==> config.mk <==
export PLATFORM = sky130hd
export DESIGN_NAME = mac_sequencer
export DESIGN_NICKNAME = d
export VERILOG_FILES = /design/src/rtl/mac_sequencer_pkg.sv /design/src/rtl/mac_sequencer.sv
export SDC_FILE = /design/constraint.sdc
export NUM_CORES = 1
export LEC_CHECK = 0
export ABC_AREA = 0
export BUFFER_PORTS_ARGS = -buffer_cell sky130_fd_sc_hd__clkbuf_2
export CAP_MARGIN = 20
export CORE_MARGIN = 2
export CORE_UTILIZATION = 57
export CTS_CLUSTER_DIAMETER = 40
export DETAILED_ROUTE_END_ITERATION = 6
export GPL_TIMING_DRIVEN = 0
export PLACE_DENSITY = 0.92
export SYNTH_ARGS = -nofsm -noshare
export SYNTH_HDL_FRONTEND = slang
export SYNTH_SLANG_ARGS = --single-unit
==> constraint.sdc <==
create_clock -name clk -period 5.45 [get_ports clk]
set_clock_uncertainty 0.05 [all_clocks]
set_input_delay 0.545 -clock clk [delete_from_list [all_inputs] [get_ports clk]]
set_output_delay 0.545 -clock clk [all_outputs]
set_load 0.02 [all_outputs]
==> src/rtl/mac_sequencer_pkg.sv <==
// Shared ALU opcode/width definitions and the MAC sequencer state encoding.
package mac_sequencer_pkg;

  localparam int unsigned REG_WORD_LEN = 16;
  localparam int unsigned ALU_MODE_LEN = 4;
  localparam int unsigned SHIFT_LEN    = 4;
  localparam int unsigned NTAPS_W      = 6;

  localparam logic [ALU_MODE_LEN-1:0] ALU_NOP = 4'h0;
  localparam logic [ALU_MODE_LEN-1:0] ALU_MAC = 4'h7;

  typedef enum logic [1:0] {
    ST_IDLE  = 2'd0,
    ST_PRIME = 2'd1,
    ST_RUN   = 2'd2,
    ST_DONE  = 2'd3
  } mac_state_t;

endpackage

==> src/rtl/mac_sequencer.sv <==
// Dot-product sequencer: walks coefficient ROM and circular sample RAM,
// drives an external Q15 MAC ALU and returns a saturated result.
module mac_sequencer
  import mac_sequencer_pkg::*;
#(
  parameter int unsigned WORD_LEN = REG_WORD_LEN,
  parameter int unsigned ADDR_W   = 8,
  parameter int unsigned ACC_W    = WORD_LEN + 5
) (
  input  logic                    clk,
  input  logic                    rst,
  input  logic                    start,
  input  logic [NTAPS_W-1:0]      ntaps,
  input  logic [ADDR_W-1:0]       coef_base,
  input  logic [ADDR_W-1:0]       samp_base,
  output logic [ADDR_W-1:0]       coef_addr,
  input  logic [WORD_LEN-1:0]     coef_data,
  output logic [ADDR_W-1:0]       samp_addr,
  input  logic [WORD_LEN-1:0]     samp_data,
  output logic [ALU_MODE_LEN-1:0] alu_opcode,
  output logic [WORD_LEN-1:0]     alu_a,
  output logic [WORD_LEN-1:0]     alu_b,
  output logic [WORD_LEN-1:0]     alu_c,
  output logic [SHIFT_LEN-1:0]    alu_shift,
  input  logic [WORD_LEN-1:0]     alu_out,
  output logic                    busy,
  output logic                    done,
  output logic [WORD_LEN-1:0]     result,
  output logic                    sat
);

  localparam logic signed [ACC_W-1:0] SAT_MAX = ACC_W'((64'd1 << (WORD_LEN - 1)) - 64'd1);
  localparam logic signed [ACC_W-1:0] SAT_MIN = ~SAT_MAX;

  mac_state_t               state_q, state_d;
  logic [NTAPS_W-1:0]       idx_q, idx_d, idx_inc;
  logic signed [ACC_W-1:0]  acc_q, acc_d, acc_sum;
  logic [NTAPS_W-1:0]       ntaps_q;
  logic [ADDR_W-1:0]        coef_base_q, samp_base_q;
  logic [ADDR_W-1:0]        coef_addr_d, samp_addr_d;
  logic                     busy_d, done_d, sat_d;
  logic [WORD_LEN-1:0]      result_d;

  assign idx_inc = idx_q + NTAPS_W'(1);
  assign acc_sum = acc_q + {{(ACC_W - WORD_LEN){alu_out[WORD_LEN-1]}}, alu_out};

  // Next state, tap index, accumulator and registered-output values.
  always_comb begin : next_logic
    state_d     = state_q;
    idx_d       = idx_q;
    acc_d       = acc_q;
    coef_addr_d = '0;
    samp_addr_d = '0;
    done_d      = 1'b0;
    result_d    = result;
    sat_d       = sat;
    case (state_q)
      ST_IDLE: begin
        if (start) begin
          if (ntaps == '0) begin
            state_d  = ST_DONE;
            done_d   = 1'b1;
            result_d = '0;
            sat_d    = 1'b0;
          end else begin
            state_d     = ST_PRIME;
            idx_d       = '0;
            acc_d       = '0;
            coef_addr_d = coef_base;
            samp_addr_d = samp_base;
          end
        end
      end
      ST_PRIME: begin
        state_d     = ST_RUN;
        idx_d       = idx_inc;
        acc_d       = '0;
        coef_addr_d = coef_base_q + ADDR_W'(idx_inc);
        samp_addr_d = samp_base_q - ADDR_W'(idx_inc);
      end
      ST_RUN: begin
        // Data for the tap fetched last cycle is on the ALU now.
        acc_d = acc_sum;
        if (idx_q == ntaps_q) begin
          state_d = ST_DONE;
          idx_d   = '0;
          done_d  = 1'b1;
          if (acc_sum > SAT_MAX) begin
            result_d = WORD_LEN'(SAT_MAX);
            sat_d    = 1'b1;
          end else if (acc_sum < SAT_MIN) begin
            result_d = WORD_LEN'(SAT_MIN);
            sat_d    = 1'b1;
          end else begin
            result_d = WORD_LEN'(acc_sum);
            sat_d    = 1'b0;
          end
        end else begin
          idx_d       = idx_inc;
          coef_addr_d = coef_base_q + ADDR_W'(idx_inc);
          samp_addr_d = samp_base_q - ADDR_W'(idx_inc);
        end
      end
      ST_DONE: begin
        state_d = ST_IDLE;
        idx_d   = '0;
      end
      default: begin
        state_d = ST_IDLE;
      end
    endcase
    busy_d = (state_d != ST_IDLE);
  end

  // State and registered outputs.
  always_ff @(posedge clk) begin : state_reg
    if (rst) begin
      state_q   <= ST_IDLE;
      idx_q     <= '0;
      acc_q     <= '0;
      coef_addr <= '0;
      samp_addr <= '0;
      busy      <= 1'b0;
      done      <= 1'b0;
      result    <= '0;
      sat       <= 1'b0;
    end else begin
      state_q   <= state_d;
      idx_q     <= idx_d;
      acc_q     <= acc_d;
      coef_addr <= coef_addr_d;
      samp_addr <= samp_addr_d;
      busy      <= busy_d;
      done      <= done_d;
      result    <= result_d;
      sat       <= sat_d;
    end
  end

  // Job parameters captured only when a start is accepted.
  always_ff @(posedge clk) begin : job_reg
    if (rst) begin
      ntaps_q     <= '0;
      coef_base_q <= '0;
      samp_base_q <= '0;
    end else if ((state_q == ST_IDLE) && start) begin
      ntaps_q     <= ntaps;
      coef_base_q <= coef_base;
      samp_base_q <= samp_base;
    end
  end

  // ALU operands follow the memory read data while taps are streaming.
  always_comb begin : alu_drive
    alu_opcode = ALU_NOP;
    alu_a      = '0;
    alu_b      = '0;
    alu_c      = '0;
    if (state_q == ST_RUN) begin
      alu_opcode = ALU_MAC;
      alu_a      = coef_data;
      alu_b      = samp_data;
    end
  end

  assign alu_shift = '0;

endmodule

Yosys cells after proc, flatten, opt, wreduce, memory -nomap -nowiden. Cells that the tools add are included.

Magnitude comparators: 2. Div/mod/pow operators: 0. Reductions and logical operators: 9. Add/subtract/negate cells: 4. Equal/unequal tests: 8. Multipliers: 0. Shift operators: 0. Muxes and demuxes: 38. Bitwise logic cells: 0.

Operators by type and width (count): 16-bit 2-to-1 mux (7); 21-bit one-hot mux with 3 select lines (1); 8-bit 2-to-1 mux (6); 8-bit one-hot mux with 3 select lines (2); 21-bit 2-to-1 mux (2); 16-bit one-hot mux with 2 select lines (1); 6-bit one-hot mux with 4 select lines (1); 21-bit adder (1); 21-bit by 16-bit > comparator with 1-bit output (second input constant) (1); 21-bit by 16-bit less-than comparator with 1-bit output (second input constant) (1); 6-bit 2-to-1 mux (3); 8-bit by 6-bit adder with 8-bit output (1); 1-bit 2-to-1 mux (8); 2-bit != test (second input constant) (4); 2-bit one-hot mux with 4 select lines (1); 8-bit by 6-bit subtractor with 8-bit output (1); 6-bit by 1-bit adder with 6-bit output (second input constant) (1); 6-bit equality test (1); 6-bit logical NOT (1); 2-bit 2-to-1 mux (3); 2-bit equality test (second input constant) (2); 1-bit one-hot mux with 2 select lines (2); 4-bit AND reduction (1); 2-bit nonzero test (2); other kinds (7) (7).

Register bits: 86. Bits of input ports: 73. Bits in read-only memories: 0. Memories: 0. Memory bits (writable): 0. Output and inout bits: 91. Latch bits: 0. Logic and storage cells: 73.

Depth between registers and ports, before layout. Gate-level depths: netlist of run 1.

Depth after elaboration: 6. Mapped depth: 12. Gate-level depth less buffers: 12.

Worst setup path after synthesis of run 1. OpenSTA, ideal clock, no wires.

Path type: in2reg. Start point: input alu_out[0]. End point: register result[14]. Stages on the path: 12. Path buffers: 1. Data required time: 5336 ps. Arrival: 2855 ps. Library setup time: 64 ps. Setup slack: 2480 ps. Cells stage by stage: ha_1 -> inv_1 -> fa_1 -> nand2b_1 -> a21oi_1 -> o2111ai_1 -> nand3_1 -> a21oi_1 -> nor3_2 -> clkbuf_1 -> o2111ai_1 -> nand3_1.

Cells in the longest elaborated chain, start to end: 6. Elaborated cells on any way between the ends: 7. Classes of those cells: 1 x add/sub; 2 x order compare; 4 x mux.

RTL lines: from (decl) (RTL line mac_sequencer.sv:25) `input logic [WORD_LEN-1:0] alu_out,`; 21-bit adder (*) (RTL line mac_sequencer.sv:45) `assign acc_sum = acc_q + {{(ACC_W - WORD_LEN){alu_out[WORD_LEN-1]}}, alu_out};`; 21-bit by 16-bit less-than comparator with 1-bit output (RTL line mac_sequencer.sv:91) `end else if (acc_sum < SAT_MIN) begin`; 16-bit 2-to-1 mux (RTL line mac_sequencer.sv:91); 16-bit 2-to-1 mux (*) (RTL line mac_sequencer.sv:88) `if (acc_sum > SAT_MAX) begin`; 16-bit 2-to-1 mux (*) (RTL line mac_sequencer.sv:84) `if (idx_q == ntaps_q) begin`; 16-bit one-hot mux with 2 select lines (*) (RTL line mac_sequencer.sv:57) `case (state_q)`; to (signal assigned) (RTL line mac_sequencer.sv:135) `result <= result_d;`; to (decl) (RTL line mac_sequencer.sv:28) `output logic [WORD_LEN-1:0] result,`.

Mark *: on every way between the ends. The rest lies on a longest branch, timed or not. The select of a mux whose other input is x is not followed. A chain may end at the register's enable or synchronous reset.

Worst setup path in the final report of run 1.
Start point: register acc_q[0]. End point: register result[13].

Cells in the longest elaborated chain, start to end: 6. Elaborated cells on any way between the ends: 7. Classes of those cells: 1 x add/sub; 2 x order compare; 4 x mux.

RTL lines: from (decl) (RTL line mac_sequencer.sv:37) `logic signed [ACC_W-1:0] acc_q, acc_d, acc_sum;`; from (signal assigned) (RTL line mac_sequencer.sv:120) `acc_q <= '0;`; from (signal assigned) (RTL line mac_sequencer.sv:130) `acc_q <= acc_d;`; 21-bit adder (*) (RTL line mac_sequencer.sv:45); 21-bit by 16-bit less-than comparator with 1-bit output (RTL line mac_sequencer.sv:91); 16-bit 2-to-1 mux (RTL line mac_sequencer.sv:91); 16-bit 2-to-1 mux (*) (RTL line mac_sequencer.sv:88); 16-bit 2-to-1 mux (*) (RTL line mac_sequencer.sv:84); 16-bit one-hot mux with 2 select lines (*) (RTL line mac_sequencer.sv:57).

Marked as above.

==> qor.yml, run 1 <==
outcome: "complete, no violations"
start_util: 0.583
power_density_nw_per_um2: 341
dr.pass1.iters: 5
worst_slew_pin_slew_ns: 0.663
cts.sinks: 86
leakagePower_nw: 3.27
clkLatencyLatePin_ns: 0.37
seq_area_frac_synth: 0.305
diodes: 0
ys_types: 66
ios: 164
path_class: "reg2reg"
r2r-end: "result[13]"
clock.fmax_mhz: 290
drc: 0
syn-mean-instance-area_um2: 7.93
grt_pass1_vias: 5341
cts-root-buf: "clkbuf_8"
die_area_um2: 10700
combPwrFrac: 0.467
timing.final.crit_share: 0.633
worstPathRequired_ns: 5.70
grt_first_pass_wirelength_mm: 24.4
fillCellCount: 759
overflow: 0
hp-class: "in2reg"
syn2layout_area_growth_pct: 20.3
via_count: 5731
path_max_fanout: 10
finalMaxSlewViolations: 0
ys_ff_latch: 86
die_h_um: 104
intPower_w: 0.00130
wire_per_inst_um: 14.6
vdd_drop_max_uv: 174
final_util: 0.702
p_sw_w: 0.00101
holdBufCountCts: 0
drt-initial-drc-count: 442
synthCells: 712
period_minus_slack_ns: 3.45
yosys_most_used_dff: "dfxtp_1"
syn_area_um2: 5650
wirelength_mm: 14.9
cp_num_buf_inv: 2
grt_max_degree: 18
worstPathArrival_ns: 3.70
timing.rr.start: "acc_q[0]"
cts.repair.resized: 0
hold_viol: 0
cts_tree: "yes"
postCtsSetupRepairBufs: 0
std_cell_rows: 36
grtUsageTotal: 0.273
coreArea_um2: 9680
place_ws_ns: 1.77
worstSetupEndpoint: "result[13]"
setup_viol: 0
crit_cells: 12
dp.final_hpwl_mm: 11.7
synth_edf_count: 0
rrSetupSlack_ns: 2.00
cp-startpoint: "acc_q[0]"
power.share.switching: 0.438
fin_cells: 1023
clock_path_buffers: 2
worst_setup_path_start_kind: "flop"
htreeDepth: 3
nNetsFinal: 999
cap_violations: 0
placed_cells_incl_taps: 1007
antenna_found_initial: 0
layout_common_cells: "142 x clkbuf_2, 86 x dfxtp_1, 83 x nand2_1, 67 x nor2_1, 62 x a21oi_1"
yosysWarnings: 0
cp-end-kind: "flop"
critPathSlowestCell: "nor3_2"
gp_congestion: 0.902
cts_inserted_buffers: 9
stdcell_area_um2: 6790
rsz0062_at_grt: "false"
final_antenna_net_count: 0
vias_per_cell: 5.60
worst_slack_ns: 2.00
crit_chain: "ha_1 -> inv_1 -> fa_1 -> nand2b_1 -> a21oi_1 -> o2111ai_1 -> nand3_1 -> a21oi_1 -> nor3_2 -> clkbuf_1 -> nand3_1 -> a31oi_1"
tns_ns: 0
max_slew_margin: 0.557
final_layout_size_suffix_gt1_frac: 0.238
dieWidth_um: 104
critPathTopFamily: "simple AND/OR/NAND/NOR gates"
async_flop_share: 0
rr_worst_depth: 12
placed_cell_area_um2: 6600
clk_pin_slew_ns: 0.10
seq_power_share: 0.343
cpPeakStageDelay_ns: 0.57
numPortBuffers: 142
pwr-share-clk: 0.190
layout_commonest_cell: "clkbuf_2"
[worst min-delay path by stage]
stage                         startpoint        endpoint  slack, ns  depth (start not counted)
after global placement    samp_base_q[0]  samp_base_q[0]       0.39                          2
after CTS                   coef_base[7]  coef_base_q[7]       0.36                          3
after floorplan                 acc_q[0]        acc_q[0]       0.39                          2
final                       coef_base[7]  coef_base_q[7]       0.36                          3
after global routing        coef_base[3]  coef_base_q[3]       0.36                          3
after detailed placement  samp_base_q[0]  samp_base_q[0]       0.40                          2
[per-stage QoR]
step,hold WS (ns),total power (W)
6_report,0.357,0.00232
5_1_grt,0.362,0.00247
4_1_cts,0.357,0.00230
3_5_place_dp,0.400,0.00187
3_3_place_gp,0.394,0.00184
2_1_floorplan,0.386,0.00158
[power by group through the flow]
stage                     Clock (W)  Combinational [W]  Sequential [W]
after floorplan                   0           0.000716        0.000861
after global placement            0            0.00103        0.000804
after detailed placement          0            0.00106        0.000808
after CTS                  0.000438            0.00107        0.000794
after global routing       0.000467            0.00119        0.000805
final                      0.000440            0.00108        0.000796
[cells in the mapped netlist (all sizes together) (18+ instances only)]
library cell | n | share of area
nand2 | 83 | 0.055
o21ai | 18 | 0.016
inv | 36 | 0.024
clkbuf | 28 | 0.019
ha | 38 | 0.084
nand3 | 33 | 0.029
buf | 37 | 0.046
a22oi | 19 | 0.025
a21oi | 62 | 0.055
dfxtp | 86 | 0.30
and2 | 37 | 0.041
xnor2 | 18 | 0.028
nor2 | 67 | 0.045
[layout make-up]
class / instances / area (um^2) / area share
repair buffers: 142 / 711 / 0.105
multi-input cells: 545 / 3500 / 0.516
flip-flops and latches: 86 / 1720 / 0.253
plain buffers: 65 / 363 / 0.0534
clock inverters: 7 / 68.8 / 0.0101
inverters: 36 / 135 / 0.0199
well taps: 133 / 166 / 0.0245
clock buffers: 9 / 124 / 0.0182
[cell families after synthesis]
group,share of synthesized area
and+or+nand+nor,0.225
AOI/OAI and AO/OA,0.235
buffers and inverters,0.0882
DFF,0.305
adders and majority gates,0.0948
xor gates and xnor gates,0.0465
muxes,0.00532
other,0.000664
[worst min-delay path, cell delays in order]
cell      delay, ns
clkbuf_2       0.09
nand2_1        0.05
a21oi_1        0.05
[flip-flops by register name, indices dropped and copies added, names as in the netlist]
signal / cells
samp_base_q: 8
samp_addr: 8
state_q: 2
acc_q: 21
idx_q: 6
sat: 1
busy: 1
result: 16
ntaps_q: 6
coef_base_q: 8
coef_addr: 8
done: 1
[per-layer routing]
layer  vias up  share of wire  track usage
li1       2792              -            -
met1      2618           0.42        0.353
met2       280           0.47        0.455
met3        41          0.091       0.0566
met4         0          0.025       0.0965
met5         -              0            0
Note: power is estimated with default switching activity, not from simulation.
==> inputs of run 2 (changes only) <==
--- a/config.mk
+++ b/config.mk
@@ -9,11 +9,11 @@
 export BUFFER_PORTS_ARGS = -buffer_cell sky130_fd_sc_hd__clkbuf_2
 export CAP_MARGIN = 20
 export CORE_MARGIN = 2
-export CORE_UTILIZATION = 57
+export CORE_UTILIZATION = 48
 export CTS_CLUSTER_DIAMETER = 40
 export DETAILED_ROUTE_END_ITERATION = 6
 export GPL_TIMING_DRIVEN = 0
-export PLACE_DENSITY = 0.92
+export PLACE_DENSITY = 0.83
 export SYNTH_ARGS = -nofsm -noshare
 export SYNTH_HDL_FRONTEND = slang
 export SYNTH_SLANG_ARGS = --single-unit
==> constraint.sdc (replaced) <==
create_clock -name clk -period 3.01 [get_ports clk]
set_clock_uncertainty 0.05 [all_clocks]
set_input_delay 0.301 -clock clk [delete_from_list [all_inputs] [get_ports clk]]
set_output_delay 0.301 -clock clk [all_outputs]
set_load 0.02 [all_outputs]
==> qor.yml, run 2 (synthesis results as in run 1) <==
p_sw_w: 0.00188
nNetsFinal: 1009
intPower_w: 0.00267
clock.fmax_mhz: 342
worstPathArrival_ns: 3.11
ff_latch_area_um2: 1720
cts_inserted_buffers: 9
final_util: 0.617
grt_pass1_vias: 5060
std_cell_rows: 39
cts.sinks: 86
drc: 0
grt_first_pass_wirelength_mm: 23.7
die_area_um2: 12700
max_slew_margin: 0.604
combPwrFrac: 0.443
grtUsageTotal: 0.229
clk_pin_slew_ns: 0.07
leakagePower_nw: 3.39
largest_reg_flops: 21
cts-root-buf: "clkbuf_16"
gp_congestion: 0.915
timing.rr.start: "acc_q[8]"
largest_register: "acc_q"
grt_max_degree: 17
start_util: 0.493
vias_per_cell: 5.51
clock_path_buffers: 2
dr.pass1.iters: 5
antenna_found_initial: 0
syn2layout_area_growth_pct: 25.2
layout_common_cells: "143 x clkbuf_2, 86 x dfxtp_1, 83 x nand2_1, 67 x nor2_1, 59 x a21oi_1"
dieWidth_um: 112
worstHoldStart: "coef_base[7]"
path_max_fanout: 6
path_class: "reg2reg"
final_antenna_net_count: 0
top_regs: "acc_q (21), result (16)"
wire_per_inst_um: 14.4
htreeDepth: 3
numPortBuffers: 142
worstPathRequired_ns: 3.19
cp-end-kind: "flop"
fillCellCount: 965
seq_power_share: 0.316
pwr-share-clk: 0.241
hold_slack_ns: 0.141
finalMaxSlewViolations: 0
power_density_nw_per_um2: 644
diodes: 0
drt-initial-drc-count: 378
wirelength_mm: 15.0
via_count: 5747
dp.final_hpwl_mm: 11.2
hold_viol: 0
timing.final.crit_share: 0.972
worst_slew_pin_slew_ns: 0.585
totalPowerFinal_w: 0.00456
setup_viol: 0
overflow: 0
clkLatencyLatePin_ns: 0.35
layout_commonest_cell: "clkbuf_2"
worst_setup_path_start_kind: "flop"
cap_violations: 0
die_h_um: 112
period_minus_slack_ns: 2.93
outcome: "complete, no violations"
cp-startpoint: "acc_q[8]"
cts_tree: "yes"
tns_ns: 0
coreArea_um2: 11500
final_layout_size_suffix_gt1_frac: 0.260
power.share.switching: 0.414
ios: 164
hp-class: "in2reg"
multi_input_area_um2: 3600
vdd_drop_max_uv: 458
run 2: metrics by stage:
| stage | cells | setup WS (ns) | cell area, um^2 |
|---|---|---|---|
| 3_5_place_dp | 1017 | -0.369 | 6610 |
| 4_1_cts | 1035 | 0.0137 | 6940 |
| 3_3_place_gp | 1017 | -0.316 | 6610 |
| 6_report | 1043 | 0.0829 | 7080 |
| 2_1_floorplan | 732 | 0.270 | 5720 |
| 5_1_grt | 1043 | -0.0268 | 7080 |
run 2: worst max-delay path, cell delays in order, from the launching register on:
cell	delay, ns
dfxtp_1	0.32
ha_1	0.34
and3_4	0.23
a31o_1	0.26
a211oi_4	0.38
a211o_1	0.20
o211ai_2	0.16
or4_4	0.58
mux2i_2	0.19
o21ai_1	0.10
run 2: metal layers:
metal	vias up	wire length, um	global-route usage
met5	-	0	0
met4	0	282	0.0837
met3	24	1380	0.0394
met2	266	6920	0.371
met1	2635	6400	0.309
li1	2822	-	-
run 2: what timing repair did:
action                                  4_1_cts  5_1_grt
pin swaps                                     2       13
endpoints found under the setup margin       16       28
buffers inserted                              2        8
resized for setup                             4       15
hold buffers                                  0        0
run 2: final cells by class:
type,instances,share of cell area
plain buffers,65,0.0515
clock buffers,10,0.0338
clock inverters,6,0.00743
inverters,36,0.0191
multi-input cells,545,0.509
flip-flops and latches,86,0.243
well taps,143,0.0253
repair buffers,152,0.111
run 2: power by group through the flow:
stage / Combinational (W) / Sequential [W] / Clock [W]
6_report: 0.00202 / 0.00144 / 0.00110
5_1_grt: 0.00222 / 0.00146 / 0.00115
4_1_cts: 0.00195 / 0.00144 / 0.00110
3_5_place_dp: 0.00191 / 0.00146 / 0
3_3_place_gp: 0.00188 / 0.00146 / 0
2_1_floorplan: 0.00130 / 0.00156 / 0
run 2: path summary, 6_finish.rpt:
kind | end | slack, ns | cells past startpoint
worst max-delay path | sat | 0.08 | 9
worst min-delay path | coef_addr[7] | 0.14 | 3
worst max register to register | sat | 0.08 | 9
worst min register to register | acc_q[2] | 0.41 | 2
==> inputs of run 3 (changes only) <==
--- a/config.mk
+++ b/config.mk
@@ -6,14 +6,14 @@
 export NUM_CORES = 1
 export LEC_CHECK = 0
 export ABC_AREA = 0
-export BUFFER_PORTS_ARGS = -buffer_cell sky130_fd_sc_hd__clkbuf_2
 export CAP_MARGIN = 20
 export CORE_MARGIN = 2
-export CORE_UTILIZATION = 48
+export CORE_UTILIZATION = 58
 export CTS_CLUSTER_DIAMETER = 40
 export DETAILED_ROUTE_END_ITERATION = 6
+export DONT_BUFFER_PORTS = 1
 export GPL_TIMING_DRIVEN = 0
-export PLACE_DENSITY = 0.83
+export PLACE_DENSITY = 0.81
 export SYNTH_ARGS = -nofsm -noshare
 export SYNTH_HDL_FRONTEND = slang
 export SYNTH_SLANG_ARGS = --single-unit
==> qor.yml, run 3 (synthesis results as in run 1) <==
path_max_fanout: 10
dp.final_hpwl_mm: 11.4
clock_path_buffers: 2
clkLatencyLatePin_ns: 0.37
grt_pass1_vias: 4828
multi_input_area_um2: 3650
timing.final.crit_share: 0.971
worstPathRequired_ns: 3.27
htreeDepth: 3
critPathSlowestCell: "fa_2"
gp_congestion: 0.910
largest_reg_flops: 21
fillCellCount: 799
cap_violations: 0
via_count: 5310
final_antenna_net_count: 0
grtUsageTotal: 0.276
cts.sinks: 86
die_area_um2: 10500
grt_first_pass_wirelength_mm: 22.9
dieWidth_um: 103
cpPeakStageDelay_ns: 0.36
top_regs: "acc_q (21), result (16)"
wirelength_mm: 15.2
layout_common_cells: "84 x dfxtp_1, 83 x nand2_1, 67 x nor2_1, 59 x a21oi_1, 37 x and2_1"
coreArea_um2: 9590
clk_pin_slew_ns: 0.09
cp-end-kind: "flop"
worst_slack_ns: 0.0883
vias_per_cell: 5.94
clock.fmax_mhz: 342
worstPathArrival_ns: 3.18
std_cell_rows: 36
hold_slack_ns: 0.00945
wire_per_inst_um: 17.0
path_class: "reg2reg"
outcome: "complete, no violations"
largest_register: "acc_q"
crit_chain: "ha_1 -> inv_1 -> fa_2 -> nand2b_4 -> a21oi_4 -> o211ai_1 -> a31oi_2 -> xnor2_2 -> buf_4 -> nor4_4 -> buf_4 -> buf_6 -> o2111ai_1 -> nand3_1"
ff_latch_area_um2: 1720
final_layout_size_suffix_gt1_frac: 0.135
cts-root-buf: "clkbuf_8"
worst_slew_pin_slew_ns: 0.622
grt_max_degree: 16
leakagePower_nw: 2.73
syn2layout_area_growth_pct: 11.9
max_slew_margin: 0.586
vdd_drop_max_uv: 298
diodes: 0
worst_setup_path_start_kind: "flop"
totalPowerFinal_w: 0.00408
setup_viol: 0
ios: 164
dr.pass1.iters: 5
start_util: 0.589
layout_commonest_cell: "dfxtp_1"
overflow: 0
period_minus_slack_ns: 2.92
antenna_found_initial: 0
hp-class: "in2reg"
numPortBuffers: 0
drc: 0
power_density_nw_per_um2: 646
die_h_um: 103
drt-initial-drc-count: 394
path_common_cell: "buf_4"
nNetsFinal: 870
stdcell_area_um2: 6320
cts_inserted_buffers: 9
placed_cell_area_um2: 5890
cts_tree: "yes"
finalMaxSlewViolations: 0
hold_viol: 0
place_ws_ns: -0.293
## run 3: power breakdown
group	internal [W]	switching (W)	leakage (nW)
sequential	0.00133	0.000232	0.701
clock	0.000306	0.000458	0.0804
combinational	0.000629	0.00112	1.95
total	0.00227	0.00181	2.73
## run 3: through the flow
| step | utilization | TNS, ns | std cells |
|---|---|---|---|
| finish | 0.659 | 0 | 894 |
| global route | 0.659 | -0.143 | 894 |
| CTS | 0.638 | 0 | 882 |
| detailed placement | 0.614 | -3.79 | 865 |
| global placement | 0.614 | -2.71 | 865 |
| floorplan | - | 0 | 732 |
## run 3: routing by layer
layer | track usage | vias up | part of all wire
met1 | 0.350 | 2444 | 0.41
met5 | 0 | - | 0
li1 | - | 2534 | -
met2 | 0.460 | 290 | 0.47
met4 | 0.0913 | 0 | 0.021
met3 | 0.0671 | 42 | 0.096
## run 3: final timing paths
path | startpoint | to | slack, ns | depth (start not counted)
max | acc_q[0] | result[5] | 0.09 | 14
min | ntaps[2] | ntaps_q[2] | 0.009 | 2
max reg2reg | acc_q[0] | result[5] | 0.09 | 14
min reg2reg | acc_q[0] | acc_q[0] | 0.42 | 2
## run 3: final cells by class
| class | instances | share of cell area |
|---|---|---|
| repair buffers | 13 | 0.0160 |
| inverters | 36 | 0.0214 |
| flip-flops and latches | 86 | 0.273 |
| clock buffers | 10 | 0.0202 |
| well taps | 133 | 0.0263 |
| clock inverters | 6 | 0.00752 |
| multi-input cells | 545 | 0.578 |
| plain buffers | 65 | 0.0582 |
## run 3: critical path: cells and delay by family, from the launching register on
kind / cells / cell delay, ns
flops: 1 / 0.34
simple gates: 3 / 0.47
fa+ha+maj: 2 / 0.53
xor+xnor: 1 / 0.14
compound gates: 4 / 0.78
buf+inv: 4 / 0.54
## run 3: timing repair
item | CTS | global route
setup buffers | 1 | 10
pin swaps | 2 | 13
endpoints found under the hold margin | 0 | 1
endpoints found under the setup margin | 16 | 21
hold buffers | 0 | 1
gates resized for setup | 9 | 24
cloned | 0 | 1
